<file path="config.mk">
export PLATFORM = sky130hd
export DESIGN_NAME = ram_arbiter
export DESIGN_NICKNAME = d
export VERILOG_FILES = /design/src/rtl/ram_arbiter_pkg.sv /design/src/rtl/ram_arbiter_rr_pick2.sv /design/src/rtl/ram_arbiter.sv
export SDC_FILE = /design/constraint.sdc
export NUM_CORES = 1
export LEC_CHECK = 0
export ABC_AREA = 1
export CAP_MARGIN = 15
export CORE_ASPECT_RATIO = 0.8
export CORE_UTILIZATION = 41
export DETAILED_ROUTE_END_ITERATION = 7
export PLACE_DENSITY = 0.8
export SLEW_MARGIN = 15
export SYNTH_ARGS = -nofsm -noshare
export SYNTH_HDL_FRONTEND = slang
export SYNTH_SLANG_ARGS = --single-unit
export TNS_END_PERCENT = 50
</file>
<file path="constraint.sdc">
create_clock -name clk -period 1.9 [get_ports clk]
set_input_delay 0.19 -clock clk [delete_from_list [all_inputs] [get_ports clk]]
set_output_delay 0.19 -clock clk [all_outputs]
set_load 0.02 [all_outputs]
</file>
<file path="src/rtl/ram_arbiter_pkg.sv">
// Shared types for the RAM arbiter: FSM state encoding, requester IDs and
// the default RAM read latency.
package ram_arbiter_pkg;

  typedef enum logic [1:0] {
    IDLE   = 2'd0,
    ACCESS = 2'd1,
    WAIT   = 2'd2,
    DONE   = 2'd3
  } state_t;

  typedef enum logic {
    REQ_FETCH = 1'b0,
    REQ_DATA  = 1'b1
  } req_id_t;

  localparam int DEFAULT_RD_LAT = 1;

endpackage

</file>
<file path="src/rtl/ram_arbiter_rr_pick2.sv">
// Two-way round-robin picker: on a tie the port that did not win last time
// is chosen. Purely combinational; the grant history is owned by the caller.
module rr_pick2
  import ram_arbiter_pkg::*;
(
  input  logic [1:0] req,
  input  req_id_t    lastGrant,
  output logic       valid,
  output req_id_t    winner
);

  always_comb begin
    // NOTE: every output gets a default before any branch so no path can
    // leave it unassigned and infer a latch.
    valid  = |req;
    winner = REQ_FETCH;
    if (&req) begin
      winner = (lastGrant == REQ_FETCH) ? REQ_DATA : REQ_FETCH;
    end else if (req[1]) begin
      winner = REQ_DATA;
    end
  end

endmodule

</file>
<file path="src/rtl/ram_arbiter.sv">
// Arbitrates the instruction-fetch and load/store ports onto one single-port
// RAM, sequences the access and returns a one-cycle ready with read data.
module ram_arbiter
  import ram_arbiter_pkg::*;
#(
  parameter int ADDR_W = 16,
  parameter int DATA_W = 16,
  parameter int RD_LAT = DEFAULT_RD_LAT
) (
  input  logic              clk,
  input  logic              reset,
  input  logic              fetchReq,
  input  logic [ADDR_W-1:0] fetchAddr,
  output logic              fetchReady,
  input  logic              dataReq,
  input  logic              dataWe,
  input  logic [ADDR_W-1:0] dataAddr,
  input  logic [DATA_W-1:0] dataWdata,
  output logic              dataReady,
  output logic [DATA_W-1:0] rdata,
  output logic [ADDR_W-1:0] ramAddress,
  output logic [DATA_W-1:0] ramData,
  output logic              ramWren,
  output logic              ramRead,
  input  logic [DATA_W-1:0] ramQ,
  output logic              busy
);

  localparam logic [1:0] WAIT_LOAD = 2'(RD_LAT - 1);

  state_t     state, state_next;
  req_id_t    grant_id, last_grant, winner;
  logic       op_write;
  logic       pick_valid;
  logic [1:0] wait_cnt;

  rr_pick2 u_pick (
    .req       ({dataReq, fetchReq}),
    .lastGrant (last_grant),
    .valid     (pick_valid),
    .winner    (winner)
  );

  always_ff @(posedge clk) begin
    // NOTE: clocked state uses non-blocking assignments so every register
    // samples pre-edge values, independent of block ordering.
    if (reset) state <= IDLE;
    else       state <= state_next;
  end

  // Strobes are decoded from state, so a reset drops them on the next edge.
  always_comb begin
    state_next = state;
    ramWren    = 1'b0;
    ramRead    = 1'b0;
    fetchReady = 1'b0;
    dataReady  = 1'b0;
    case (state)
      IDLE: begin
        if (pick_valid) state_next = ACCESS;
      end
      ACCESS: begin
        ramWren    = op_write;
        ramRead    = !op_write;
        state_next = op_write ? DONE : WAIT;
      end
      WAIT: begin
        ramRead = 1'b1;
        if (wait_cnt == 2'd0) state_next = DONE;
      end
      DONE: begin
        fetchReady = (grant_id == REQ_FETCH);
        dataReady  = (grant_id == REQ_DATA);
        state_next = IDLE;
      end
      default: state_next = IDLE;
    endcase
  end

  assign busy = (state != IDLE);

  // Request fields are latched at grant; later changes on the ports are ignored.
  always_ff @(posedge clk) begin
    if (reset) begin
      ramAddress <= '0;
      ramData    <= '0;
      rdata      <= '0;
      last_grant <= REQ_DATA;
      grant_id   <= REQ_FETCH;
      op_write   <= 1'b0;
      wait_cnt   <= 2'd0;
    end else begin
      case (state)
        IDLE: begin
          if (pick_valid) begin
            grant_id   <= winner;
            last_grant <= winner;
            if (winner == REQ_DATA) begin
              ramAddress <= dataAddr;
              op_write   <= dataWe;
              if (dataWe) ramData <= dataWdata;
            end else begin
              ramAddress <= fetchAddr;
              op_write   <= 1'b0;
            end
          end
        end
        ACCESS: begin
          if (!op_write) wait_cnt <= WAIT_LOAD;
        end
        WAIT: begin
          if (wait_cnt == 2'd0) rdata    <= ramQ;
          else                  wait_cnt <= wait_cnt - 2'd1;
        end
        default: ;
      endcase
    end
  end

endmodule

</file>
==> results of run 1 <==
layer usage:
layer	share of wire [%]	vias to the layer above	GRT usage, %
li1	-	1326	-
met1	47	1105	24.8
met2	47	65	35.7
met3	5.8	4	3.96
met4	0.74	0	4.30
met5	0	-	0
worst register-to-register path, stage by stage (launching register included):
cell and delay [ns]:
dfxtp_1 0.37, inv_1 0.16, ha_1 0.25, inv_2 0.09
nor2_8 0.40, inv_1 0.16, nand2_1 0.10, a21oi_1 0.06
per-stage QoR:
stage,hold WS [ns],util [%],instance area (um^2)
finish,0.451,65.4,3910
global route,0.447,65.4,3910
CTS,0.442,65.3,3900
detailed placement,0.473,63.9,3820
global placement,0.462,63.9,3820
floorplan,0.259,-,2580
worst max path at each step:
stage | to | slack, ns
floorplan | ramAddress[2] | 0.46
global placement | ramRead | 0.18
detailed placement | ramRead | 0.12
CTS | fetchReady | 0.02
global route | ramRead | -0.02
finish | ramRead | 0.08
logic make-up (layout without fill, tap and decap cells):
group | after synthesis | in the layout
flip-flops | 55 | 55
adder cells (fa/ha/maj) | 7 | 7
AND/OR/NAND/NOR | 178 | 178
buffers and inverters | 64 | 183
AO/OA/AOI/OAI | 57 | 57
area by class of cell:
class	instances	share of cell area, %
Clock buffer	5	1.76
Clock inverter	3	0.512
Inverter	49	4.77
Multi-Input combinational cell	242	29.9
Sequential cell	55	28.2
Tap cell	81	2.59
Timing Repair Buffer	126	32.3
registers in the layout, summed over array words and instances (netlist names):
| register | cells |
|---|---|
| ramAddress | 16 |
| ramData | 16 |
| rdata | 16 |
| state | 2 |
| wait_cnt | 2 |
| grant_id | 1 |
| last_grant | 1 |
| op_write | 1 |
timing repair:
item | 4_1_cts | 5_1_grt
gates resized for setup | 4 | 3
hold buffers | 0 | 0
setup endpoints to repair | 4 | 3
cloned | 0 | 0
cell usage after synthesis, types with 2 or more instances:
cell type,instances
o21ai_0,19
buf_6,5
inv_2,5
dfxtp_1,55
a21oi_2,16
buf_8,2
nor2_1,75
a21oi_1,5
inv_1,43
ha_1,7
nand3_1,4
nand2_1,94
o21ai_2,2
o21ai_1,14
buf_2,3
clkbuf_1,4
power by group:
group | internal [mW] | switching, mW
clock | 0.257 | 0.376
sequential | 1.50 | 0.194
combinational | 1.12 | 1.47
total | 2.88 | 2.05
==> flow_summary.ini, run 1 <==
[yosys]
yosysTopAreaCellShare_pct = 42.7
ys_seq_elements = 55
synth-edff-count = 0
syn_avg_cell_area_um2 = 7.14
synth_xor_area_share_pct = 0
synth_cell_types = 24
yosysTopAreaCell = dfxtp_1
muxShareOfSynthArea_pct = 0
synth-compound-area-share_pct = 13.8
synthAdderAreaFrac_pct = 3.40
ys.flop_type = dfxtp_1
ys_warn_count = 0
synth_cells = 361
netlist_area_um2 = 2580
async_flop_share_pct = 0
syn_nets = 437
synth_simple_gate_area_share_pct = 28.1
yosysSeqAreaShare_pct = 42.7
synth_top_family_by_area = simple AND/OR/NAND/NOR gates
yosys-top-cells-area = dfxtp_1 43%, nand2_1 14%, nor2_1 11%

[worst_setup_path]
path_depth = 4
critPathBufInv = 2
regToRegStartpoint = state[0]
critPathKind = reg2out
r2r_end = op_write
slowest_delay_ns = 0.42
reg2reg_slack_ns = 0.20
path_delay_family = buffers and inverters
worstRegToRegCells = 7
end_kind = output pin
crit_start = state[0]
cp_data_required_time_ns = 1.71
crit_path_start_kind = register
crit_fanout = 5
path_cells = inv_1 > ha_1 > o21a_1 > clkdlybuf4s15_1
crit_arrival_ns = 1.63
cp_slowest_cell = dfxtp_1

[sta]
max_freq_mhz = 550
finClkSkew_ns = 0.0109
finalWorstSetupSlack_ns = 0.0833
rsz0062_at_grt = true
setup_viol = 0
drv_slew = 0
finalCriticalPeriod_ns = 1.82
fin_crit_sh_pct = 95.6
hold_violations = 0
max_slew_margin_pct = 68.5
setup-tns-final_ns = 0
worst_pin_slew_ns = 0.473

[clock_tree]
postCtsSetupBuffers = 0
clock_path_buffers = 2
clockRootBuffer = clkbuf_8
clkSlewWorstSetupHoldPaths_ns = 0.10
cts.sink_count = 55
clock_latency_ns = 0.30
cts_tree = done
cts_made_buffers = 5
htreeDepth = 2

[hold_path]
min_from = dataAddr[11]
min-delay-path-class = in2reg
hold-path-endpoint = ramAddress[11]
min_path_cells = 3

[status]
run_status = completed

[run]
cap_violations = 0

[global_route]
grt_use_total_pct = 19.8
grt_pass1_wl_um = 10600
grt_pass1_vias = 2354
grt-ovfl-total = 0
antenna_found_initial = 0
grt_max_degree = 35

[power]
total_power_mw = 4.93
pwr_density_cell_nw_per_um2 = 1260
p_leak_nw = 1.81
ir_drop_mv = 0.824

[final_layout]
fill_cells = 518
nets = 555
antenna_cells = 0
final_cell_mix = 116 x clkdlybuf4s50_1, 94 x nand2_1, 75 x nor2_1
drive_above_1_share_pct = 8.96
register_area_um2 = 1100
layout_commonest_cell = clkdlybuf4s50_1
instances_no_fill = 561
multi_input_area_um2 = 1170
areaGrowthSynthToFinish_pct = 51.6

[route]
wl_per_cell_um = 11.6
postRouteAntennaNets = 0
num_vias = 2500
drt-initial-drc-count = 96
viasPerCell = 4.46
wirelength_um = 6500
firstDrtPassIters = 5
drc_errors = 0

[floorplanning]
rows = 25
die_h_um = 72.9
dieArea_um2 = 6610
ioPinCount = 122
start_util_pct = 43.2
die_w_um = 90.7
core_um2 = 5970

[place]
portBuffers = 121
placed_cells = 553
post-place-ws_ns = 0.119
hpwl_um = 4660
place.gp.congestion = 0.714
(Power assumes the default switching activity.)
==> run 2, diff against run 1 <==
--- a/config.mk
+++ b/config.mk
@@ -6,12 +6,13 @@
 export NUM_CORES = 1
 export LEC_CHECK = 0
 export ABC_AREA = 1
+export ABC_CLOCK_PERIOD_IN_PS = 1900
 export CAP_MARGIN = 15
 export CORE_ASPECT_RATIO = 0.8
 export CORE_UTILIZATION = 41
 export DETAILED_ROUTE_END_ITERATION = 7
+export GPL_TIMING_DRIVEN = 0
 export PLACE_DENSITY = 0.8
-export SLEW_MARGIN = 15
 export SYNTH_ARGS = -nofsm -noshare
 export SYNTH_HDL_FRONTEND = slang
 export SYNTH_SLANG_ARGS = --single-unit
==> run 2 against run 1 <==
  * Die area is the same
  * Clock power shrank 1%
  * Maximum frequency grew 2.8%
  * Worst setup slack gained 0.050 ns
  * Combinational power grew 4%
  * Sequential share of layout area shrank 0.40 points
  * Sequential cell count is the same
  * Largest power group unchanged
  * Highest routed layer unchanged
==> flow_summary.ini, run 2 (synthesis results as in run 1) <==
[status]
run_status = completed

[clock_tree]
hold_buffers = 0
clockRootBuffer = clkbuf_8
htreeDepth = 2
postCtsSetupBuffers = 0
clock_latency_ns = 0.30
cts.sink_count = 55
cts_tree = done
cts_made_buffers = 5
clock_path_buffers = 2
clkSlewWorstSetupHoldPaths_ns = 0.09

[sta]
finalCriticalPeriod_ns = 1.77
max_slew_margin_pct = 72.6
setup_viol = 0
setup-tns-final_ns = 0
max_freq_mhz = 566
worst_pin_slew_ns = 0.411
finClkSkew_ns = 0.00492
hold_violations = 0
drv_slew = 0
rsz0062_at_grt = false
fin_crit_sh_pct = 93.0

[floorplanning]
ioPinCount = 122
rows = 25
die_h_um = 72.9
die_w_um = 90.7
start_util_pct = 43.2
core_um2 = 5970
dieArea_um2 = 6610

[worst_setup_path]
r2r_end = rdata[11]
crit_path_start_kind = register
regToRegStartpoint = state[0]
crit_fanout = 6
crit_arrival_ns = 1.58
cp_data_required_time_ns = 1.71
end_kind = output pin
reg2reg_slack_ns = 0.25
critPathKind = reg2out
worstRegToRegCells = 7

[power]
pwr_density_cell_nw_per_um2 = 1270
p_leak_nw = 1.83
ir_drop_mv = 0.638

[hold_path]
min_path_cells = 3
min_from = dataAddr[4]
hold-path-endpoint = ramAddress[4]
min-delay-path-class = in2reg

[place]
hpwl_um = 5110
portBuffers = 121
place.gp.congestion = 0.783
placed_cells = 563
place_area_um2 = 3890

[global_route]
grt_pass1_vias = 2421
grt-ovfl-total = 0
grt_use_total_pct = 20.6
grt_pass1_wl_um = 10900
grt_max_degree = 17
antenna_found_initial = 0

[final_layout]
antenna_cells = 0
layout_commonest_cell = clkdlybuf4s50_1
drive_above_1_share_pct = 10.6
utilization_pct = 66.5
final_cell_mix = 117 x clkdlybuf4s50_1, 94 x nand2_1, 75 x nor2_1
instances_no_fill = 571
nets = 565
largestRegisters = ramAddress x16, ramData x16, rdata x16
fill_cells = 525
postLayoutCellArea_um2 = 3970
areaGrowthSynthToFinish_pct = 54.0

[route]
num_vias = 2534
drt-initial-drc-count = 70
wirelength_um = 6510
wl_per_cell_um = 11.4
viasPerCell = 4.44
drc_errors = 0
postRouteAntennaNets = 0
firstDrtPassIters = 4

[run]
cap_violations = 0
run 2: changes by cell type in the layout (fill, tap and decap cells not counted), moves of 2 or more:
| cell | delta |
|---|---|
| buf_8 | +2 |
| clkbuf_2 | +3 |
| buf_2 | +3 |
| clkbuf_1 | +4 |
| buf_6 | +5 |
| buf_4 | -3 |
run 2: power by group:
group / switching (mW) / total, mW / internal [mW]
Combinational: 1.49 / 2.70 / 1.20
Sequential: 0.202 / 1.71 / 1.50
Clock: 0.368 / 0.626 / 0.259
run 2: what timing repair did:
action / 4_1_cts / 5_1_grt
endpoints found under the setup margin: 3 / 5
resized for setup: 4 / 8
endpoints found under the hold margin: 0 / 0
gates cloned: 0 / 0
run 2: how the worst max path moves through the flow:
stage | start | endpoint | slack [ns] | cells after the start
floorplan | state[0] | ramAddress[2] | 0.46 | 8
global placement | state[1] | ramRead | 0.13 | 6
detailed placement | state[1] | ramRead | 0.11 | 6
CTS | state[0] | fetchReady | 0.04 | 4
global route | state[1] | dataReady | 0.05 | 4
finish | state[1] | dataReady | 0.13 | 4
run 2: final cells by class:
cell class / count / area (um^2) / area share (%)
Buffer: 15 / 125 / 3.15
Clock buffer: 6 / 72.6 / 1.83
Clock inverter: 2 / 12.5 / 0.315
Inverter: 49 / 186 / 4.69
Multi-Input combinational cell: 242 / 1170 / 29.4
Sequential cell: 55 / 1100 / 27.8
Tap cell: 81 / 101 / 2.55
Timing Repair Buffer: 121 / 1200 / 30.3
run 2: layer usage:
metal	global-route usage, %	vias up	part of all wire (%)
met5	0	-	0
met4	5.73	0	1.0
met3	4.38	6	5.3
met2	35.4	69	46
met1	26.4	1107	47
li1	-	1352	-
run 2: critical path: stages (launching register included):
cell             delay (ns)
dfxtp_2                0.38
ha_1                   0.19
nand2_1                0.06
inv_1                  0.05
clkdlybuf4s50_1        0.59
run 2: stage by stage:
stage / hold WS, ns / total power, mW / setup WS [ns]
finish: 0.446 / 5.03 / 0.134
global placement: 0.464 / 4.38 / 0.135
global route: 0.443 / 5.43 / 0.0454
floorplan: 0.259 / 3.40 / 0.465
CTS: 0.441 / 5.07 / 0.0413
detailed placement: 0.473 / 4.47 / 0.111
